$ cat config.mk
export PLATFORM = sky130hd
export DESIGN_NAME = spi_slave_mclk
export DESIGN_NICKNAME = d
export VERILOG_FILES = /design/src/rtl/spi_slave_mclk.sv
export SDC_FILE = /design/constraint.sdc
export NUM_CORES = 1
export LEC_CHECK = 0
export CORE_UTILIZATION = 53
export DETAILED_ROUTE_END_ITERATION = 12
export GPL_TIMING_DRIVEN = 0
export PLACE_DENSITY = 0.8
export SYNTH_ARGS = -nofsm -noshare
export SYNTH_HDL_FRONTEND = slang
export SYNTH_SLANG_ARGS = --single-unit
$ cat constraint.sdc
create_clock -name mclk -period 2.29 [get_ports mclk]
set_clock_uncertainty 0.05 [all_clocks]
set_input_delay 0.458 -clock mclk [delete_from_list [all_inputs] [get_ports mclk]]
set_output_delay 0.458 -clock mclk [all_outputs]
set_load 0.02 [all_outputs]
$ cat src/rtl/spi_slave_mclk.sv
// SPI mode-0 slave clocked entirely by mclk: oversamples sclk/cs/mosi, one-deep TX buffer, valid/ready RX.
// Define SPI_SLV_STATUS_EN to add sticky rx_overrun / tx_underrun flags with a status_clr input.
module spi_slave_mclk #(
  parameter int            DW    = 8,
  parameter logic [DW-1:0] DUMMY = '0
) (
  input  logic          mclk,
  input  logic          reset,
  input  logic          sclk,
  input  logic          cs,
  input  logic          mosi,
  output logic          miso,
  input  logic [DW-1:0] tx_data,
  input  logic          tx_valid,
  output logic          tx_ready,
  output logic [DW-1:0] rx_data,
  output logic          rx_valid,
`ifdef SPI_SLV_STATUS_EN
  input  logic          status_clr,
  output logic          rx_overrun,
  output logic          tx_underrun,
`endif
  input  logic          rx_ready
);

  localparam int             CW   = $clog2(DW + 1);
  localparam logic [CW-1:0] LAST = CW'(DW - 1);

  typedef enum logic [1:0] {IDLE, LOAD, SHIFT, DONE} state_t;

  state_t        state_q, state_d;
  logic [2:0]    sclk_sync_q, sclk_sync_d;
  logic [2:0]    cs_sync_q, cs_sync_d;
  logic [1:0]    mosi_sync_q, mosi_sync_d;
  logic [DW-1:0] shreg_q, shreg_d;
  logic [CW-1:0] cnt_q, cnt_d;
  logic          miso_q, miso_d;
  logic [DW-1:0] txbuf_q, txbuf_d;
  logic          txfull_q, txfull_d;
  logic [DW-1:0] rx_data_q, rx_data_d;
  logic          rx_valid_q, rx_valid_d;
  logic          sclk_rise, sclk_fall, cs_fall, cs_rise;

  // Bit 2 of each sync chain is the previous synced value, used for edge detection.
  assign sclk_rise = sclk_sync_q[1] & ~sclk_sync_q[2];
  assign sclk_fall = ~sclk_sync_q[1] & sclk_sync_q[2];
  assign cs_fall   = ~cs_sync_q[1] & cs_sync_q[2];
  assign cs_rise   = cs_sync_q[1] & ~cs_sync_q[2];

  always_comb begin
    sclk_sync_d = {sclk_sync_q[1:0], sclk};
    cs_sync_d   = {cs_sync_q[1:0], cs};
    mosi_sync_d = {mosi_sync_q[0], mosi};
    state_d     = state_q;
    shreg_d     = shreg_q;
    cnt_d       = cnt_q;
    miso_d      = miso_q;
    txbuf_d     = txbuf_q;
    txfull_d    = txfull_q;
    rx_data_d   = rx_data_q;
    rx_valid_d  = rx_valid_q;

    if (rx_valid_q && rx_ready) rx_valid_d = 1'b0;

    case (state_q)
      IDLE: begin
        miso_d = 1'b0;
        if (cs_fall) state_d = LOAD;
      end
      LOAD: begin
        if (txfull_q) begin
          shreg_d  = txbuf_q;
          miso_d   = txbuf_q[DW-1];
          txfull_d = 1'b0;
        end else begin
          shreg_d = DUMMY;
          miso_d  = DUMMY[DW-1];
        end
        cnt_d   = '0;
        state_d = SHIFT;
      end
      SHIFT: begin
        if (cs_rise) begin
          state_d = IDLE;
        end else if (sclk_rise) begin
          shreg_d = {shreg_q[DW-2:0], mosi_sync_q[1]};
          cnt_d   = cnt_q + 1'b1;
          if (cnt_q == LAST) state_d = DONE;
        end else if (sclk_fall) begin
          miso_d = shreg_q[DW-1];
        end
      end
      DONE: begin
        rx_data_d  = shreg_q;
        rx_valid_d = 1'b1;
        state_d    = cs_sync_q[1] ? IDLE : LOAD;
      end
      default: state_d = IDLE;
    endcase

    // A word accepted during LOAD sees txfull_q=0, so it is held for the following frame.
    if (tx_valid && !txfull_q) begin
      txfull_d = 1'b1;
      txbuf_d  = tx_data;
    end
  end

  always_ff @(posedge mclk or negedge reset) begin
    if (!reset) begin
      state_q     <= IDLE;
      sclk_sync_q <= '0;
      cs_sync_q   <= '0;
      mosi_sync_q <= '0;
      shreg_q     <= '0;
      cnt_q       <= '0;
      miso_q      <= 1'b0;
      txbuf_q     <= '0;
      txfull_q    <= 1'b0;
      rx_data_q   <= '0;
      rx_valid_q  <= 1'b0;
    end else begin
      state_q     <= state_d;
      sclk_sync_q <= sclk_sync_d;
      cs_sync_q   <= cs_sync_d;
      mosi_sync_q <= mosi_sync_d;
      shreg_q     <= shreg_d;
      cnt_q       <= cnt_d;
      miso_q      <= miso_d;
      txbuf_q     <= txbuf_d;
      txfull_q    <= txfull_d;
      rx_data_q   <= rx_data_d;
      rx_valid_q  <= rx_valid_d;
    end
  end

  assign miso     = miso_q;
  assign tx_ready = ~txfull_q;
  assign rx_data  = rx_data_q;
  assign rx_valid = rx_valid_q;

`ifdef SPI_SLV_STATUS_EN
  logic rx_overrun_q, rx_overrun_d;
  logic tx_underrun_q, tx_underrun_d;

  // Set events take priority over a simultaneous clear.
  always_comb begin
    rx_overrun_d  = rx_overrun_q;
    tx_underrun_d = tx_underrun_q;
    if (status_clr) begin
      rx_overrun_d  = 1'b0;
      tx_underrun_d = 1'b0;
    end
    if (state_q == DONE && rx_valid_q) rx_overrun_d = 1'b1;
    if (state_q == LOAD && !txfull_q) tx_underrun_d = 1'b1;
  end

  always_ff @(posedge mclk or negedge reset) begin
    if (!reset) begin
      rx_overrun_q  <= 1'b0;
      tx_underrun_q <= 1'b0;
    end else begin
      rx_overrun_q  <= rx_overrun_d;
      tx_underrun_q <= tx_underrun_d;
    end
  end

  assign rx_overrun  = rx_overrun_q;
  assign tx_underrun = tx_underrun_q;
`endif

endmodule

==> impl_metrics.toml <==
[synth]
postSynth.asyncResetShare_pct = 100.0
ys_types = 31
synthCells = 131
ys_top_cells_by_area = "dfrtp_1, mux2_2, mux2_4"
seq_area_frac_synth_pct = 57.91
ys_ff_latch = 41
muxShareOfSynthArea_pct = 17.58
yosys.cell_count.top_type = "dfrtp_1"
synth-xor-area-share_pct = 0
yosys.area_share.adder_pct = 3.531
syn_avg_cell_area_um2 = 13.52
synth_top_family_by_area = "multiplexers"
synth_nets = 151
synth-main-ff-cell = "dfrtp_1"
synthSimpleGateAreaFrac_pct = 7.556
synth.top_cell.area_share_pct = 57.91
synth_compound_area_share_pct = 10.24
mappedNetlistArea_um2 = 1772
synth-edff-count = 0
synth_commonest_cells = "dfrtp_1, mux2_2, mux2_4, nand2_1, inv_1"
ys_warn_count = 0
synth_top_area_cell = "dfrtp_1"

[layout]
final_cells = 207
syn_to_final_growth_pct = 21.05
drive_gt1_share_pct = 25.15
fin_area_um2 = 2145
fin_nets = 183
num_antenna_cells = 0

[placement]
post_dp_cell_area_um2 = 2072
hpwl_mm = 2.167
gp_congestion = 0.7449
io_buffers = 25
dp_cells = 200

[clocking]
clk_latency_ns = 0.34
root_buffer = "clkbuf_4"
htree_levels = 2
cts_hold_buf = 0
cts_resized = 0
clk_pin_slew_worst_paths_ns = 0.11
clock-sinks = 41
cts_buffer_depth = 2
post_cts_buffers = 0
numCtsBuffers = 5
cts_tree = "done"

[setup_path]
worst_setup_path_start_kind = "register"
crit_family = "buffers and inverters"
crit_buf_inv = 2
worstPathCellList = "inv_1 -> clkdlybuf4s50_1"
cp.arrival_ns = 1.55
cp_num_cells = 2
critPathRequiredTime_ns = 1.78
cp-end-kind = "output port"
worstPathMaxFanout = 5
crit_type = "register to output port"
r2r_cells = 6
slowest_stage = "clkdlybuf4s50_1"
cpPeakStageDelay_ns = 0.62

[timing]
max_freq_mhz = 485.9
tightest_slew_ns = 0.8485
slew_headroom_pct = 43.43
fin_crit_ns = 2.058
finalHoldViolations = 0
rsz0062_at_grt = "false"
finalCritPeriodShare_pct = 89.87
fin_hold_ws_ns = 0.1669
setup_tns_ns = 0
setup_viol = 0
slew_violations = 0

[drt]
ant_nets = 0
dr.pass1.iters = 4
vias = 1107
drt-initial-drc-count = 48
route.detailed.drc = 0
finalWirelength_mm = 2.909
avgRoutedWirePerCell_um = 14.05
viasPerCell = 5.348

[floorplan]
rows = 20
die_y_um = 59.82
die_area_um2 = 3578
die_w_um = 59.82
core_area_um2 = 3103
initial_utilization_pct = 57.10
ios = 26

[global_routing]
grt_max_degree = 42
grt_antenna_before_repair = 0
grt_overflow = 0
grt_usage_pct = 19.57
grt_pass1_vias = 1064
grt_pass1_wl_mm = 4.926

[pwr]
power_switching_w = 0.0009570
powerDensity_nw_per_um2 = 1343
p_comb_share_pct = 45.4
p_leak_nw = 1.006
power.share.sequential_pct = 39.5
p_clk_share_pct = 15.1
max-vdd-ir-drop_uv = 647.4
switching_share_pct = 33.23
p_int_w = 0.001923

[run_status]
status = "finished clean"

[job]
maxCapViolCount = 0

[min_path]
holdCritPathClass = "primary input to asynchronous set/reset pin"
[path summary, 6_finish.rpt]
| kind | start | to | slack [ns] |
|---|---|---|---|
| worst min register to register | cs_sync_q[0]$_DFF_PN0_ | cs_sync_q[1]$_DFF_PN0_ | 0.31 |
| worst min-delay path | reset | cs_sync_q[0]$_DFF_PN0_ | 0.17 |
| max in group asynchronous | reset | mosi_sync_q[0]$_DFF_PN0_ | 1.50 |
| min in group mclk | cs_sync_q[0]$_DFF_PN0_ | cs_sync_q[1]$_DFF_PN0_ | 0.31 |
| worst max register to register | state_q[0]$_DFFE_PN0P_ | miso$_DFFE_PN0P_ | 0.44 |
| worst max-delay path | txfull_q$_DFFE_PN0P_ | tx_ready | 0.23 |
[registers in the layout, summed over array words and instances, names as in the netlist, 2 cells and up]
name,cells
sclk_sync_q,3
state_q,2
rx_data,8
cnt_q,4
shreg_q,8
cs_sync_q,3
mosi_sync_q,2
txbuf_q,8
[cell families (layout without fill, tap and decap cells)]
kind of cell	Yosys count	after routing
flops	41	41
mux	25	25
compound gates	24	24
simple gates	24	24
buf+inv	12	44
fa+ha+maj	5	5
[placed cells by master, fill, tap and decap left out, types with 3 or more instances in the layout]
cell type / netlist / routed
dfrtp_1: 41 / 41
clkbuf_4: 0 / 5
nand2_1: 8 / 8
mux2_4: 8 / 8
buf_2: 3 / 4
nor2_1: 3 / 3
a22o_1: 6 / 6
clkdlybuf4s50_1: 0 / 24
mux2_2: 17 / 17
inv_1: 7 / 7
nand3_1: 4 / 4
ha_1: 5 / 5
o21ai_0: 3 / 3
a21oi_1: 3 / 3
[routing by layer]
metal | global-route usage [%] | up-vias | share of wire [%]
li1 | - | 527 | -
met1 | 24.89 | 552 | 46
met2 | 31.11 | 23 | 49
met3 | 4.762 | 5 | 3.9
met4 | 9.967 | 0 | 1.8
met5 | 0 | - | 0
[stage by stage]
step                setup WS (ns)  total power (W)  utilization [%]
global placement          -0.1992         0.002406            66.94
global route               0.1580         0.003076            69.11
CTS                        0.2166         0.002910            69.11
floorplan                  0.6419         0.002086                -
finish                     0.2319         0.002880            69.11
detailed placement         0.4676         0.002471            66.77
[worst register-to-register path: stages, from the launching register on]
cell     delay, ns
dfrtp_1       0.44
inv_1         0.11
ha_1          0.14
buf_2         0.21
nand2_1       0.16
o32ai_1       0.27
mux2_2        0.37
[power groups by stage]
stage	sequential (W)	clock [W]	combinational, W
2_1_floorplan	0.00119	0	0.000894
3_3_place_gp	0.00113	0	0.00127
3_5_place_dp	0.00116	0	0.00131
5_1_grt	0.00117	0.000481	0.00143
4_1_cts	0.00114	0.000454	0.00132
6_report	0.00114	0.000435	0.00131
[cell type report]
| cell class | count | area (µm²) |
|---|---|---|
| plain buffers | 5 | 30.03 |
| clock buffers | 5 | 37.54 |
| clock inverters | 2 | 35.03 |
| fillers | 237 | 958.4 |
| inverters | 7 | 26.28 |
| multi-input cells | 78 | 689.4 |
| flip-flops and latches | 41 | 1026 |
| well taps | 44 | 55.05 |
| repair buffers | 25 | 245.2 |
Power figures use the tool's default switching activity.
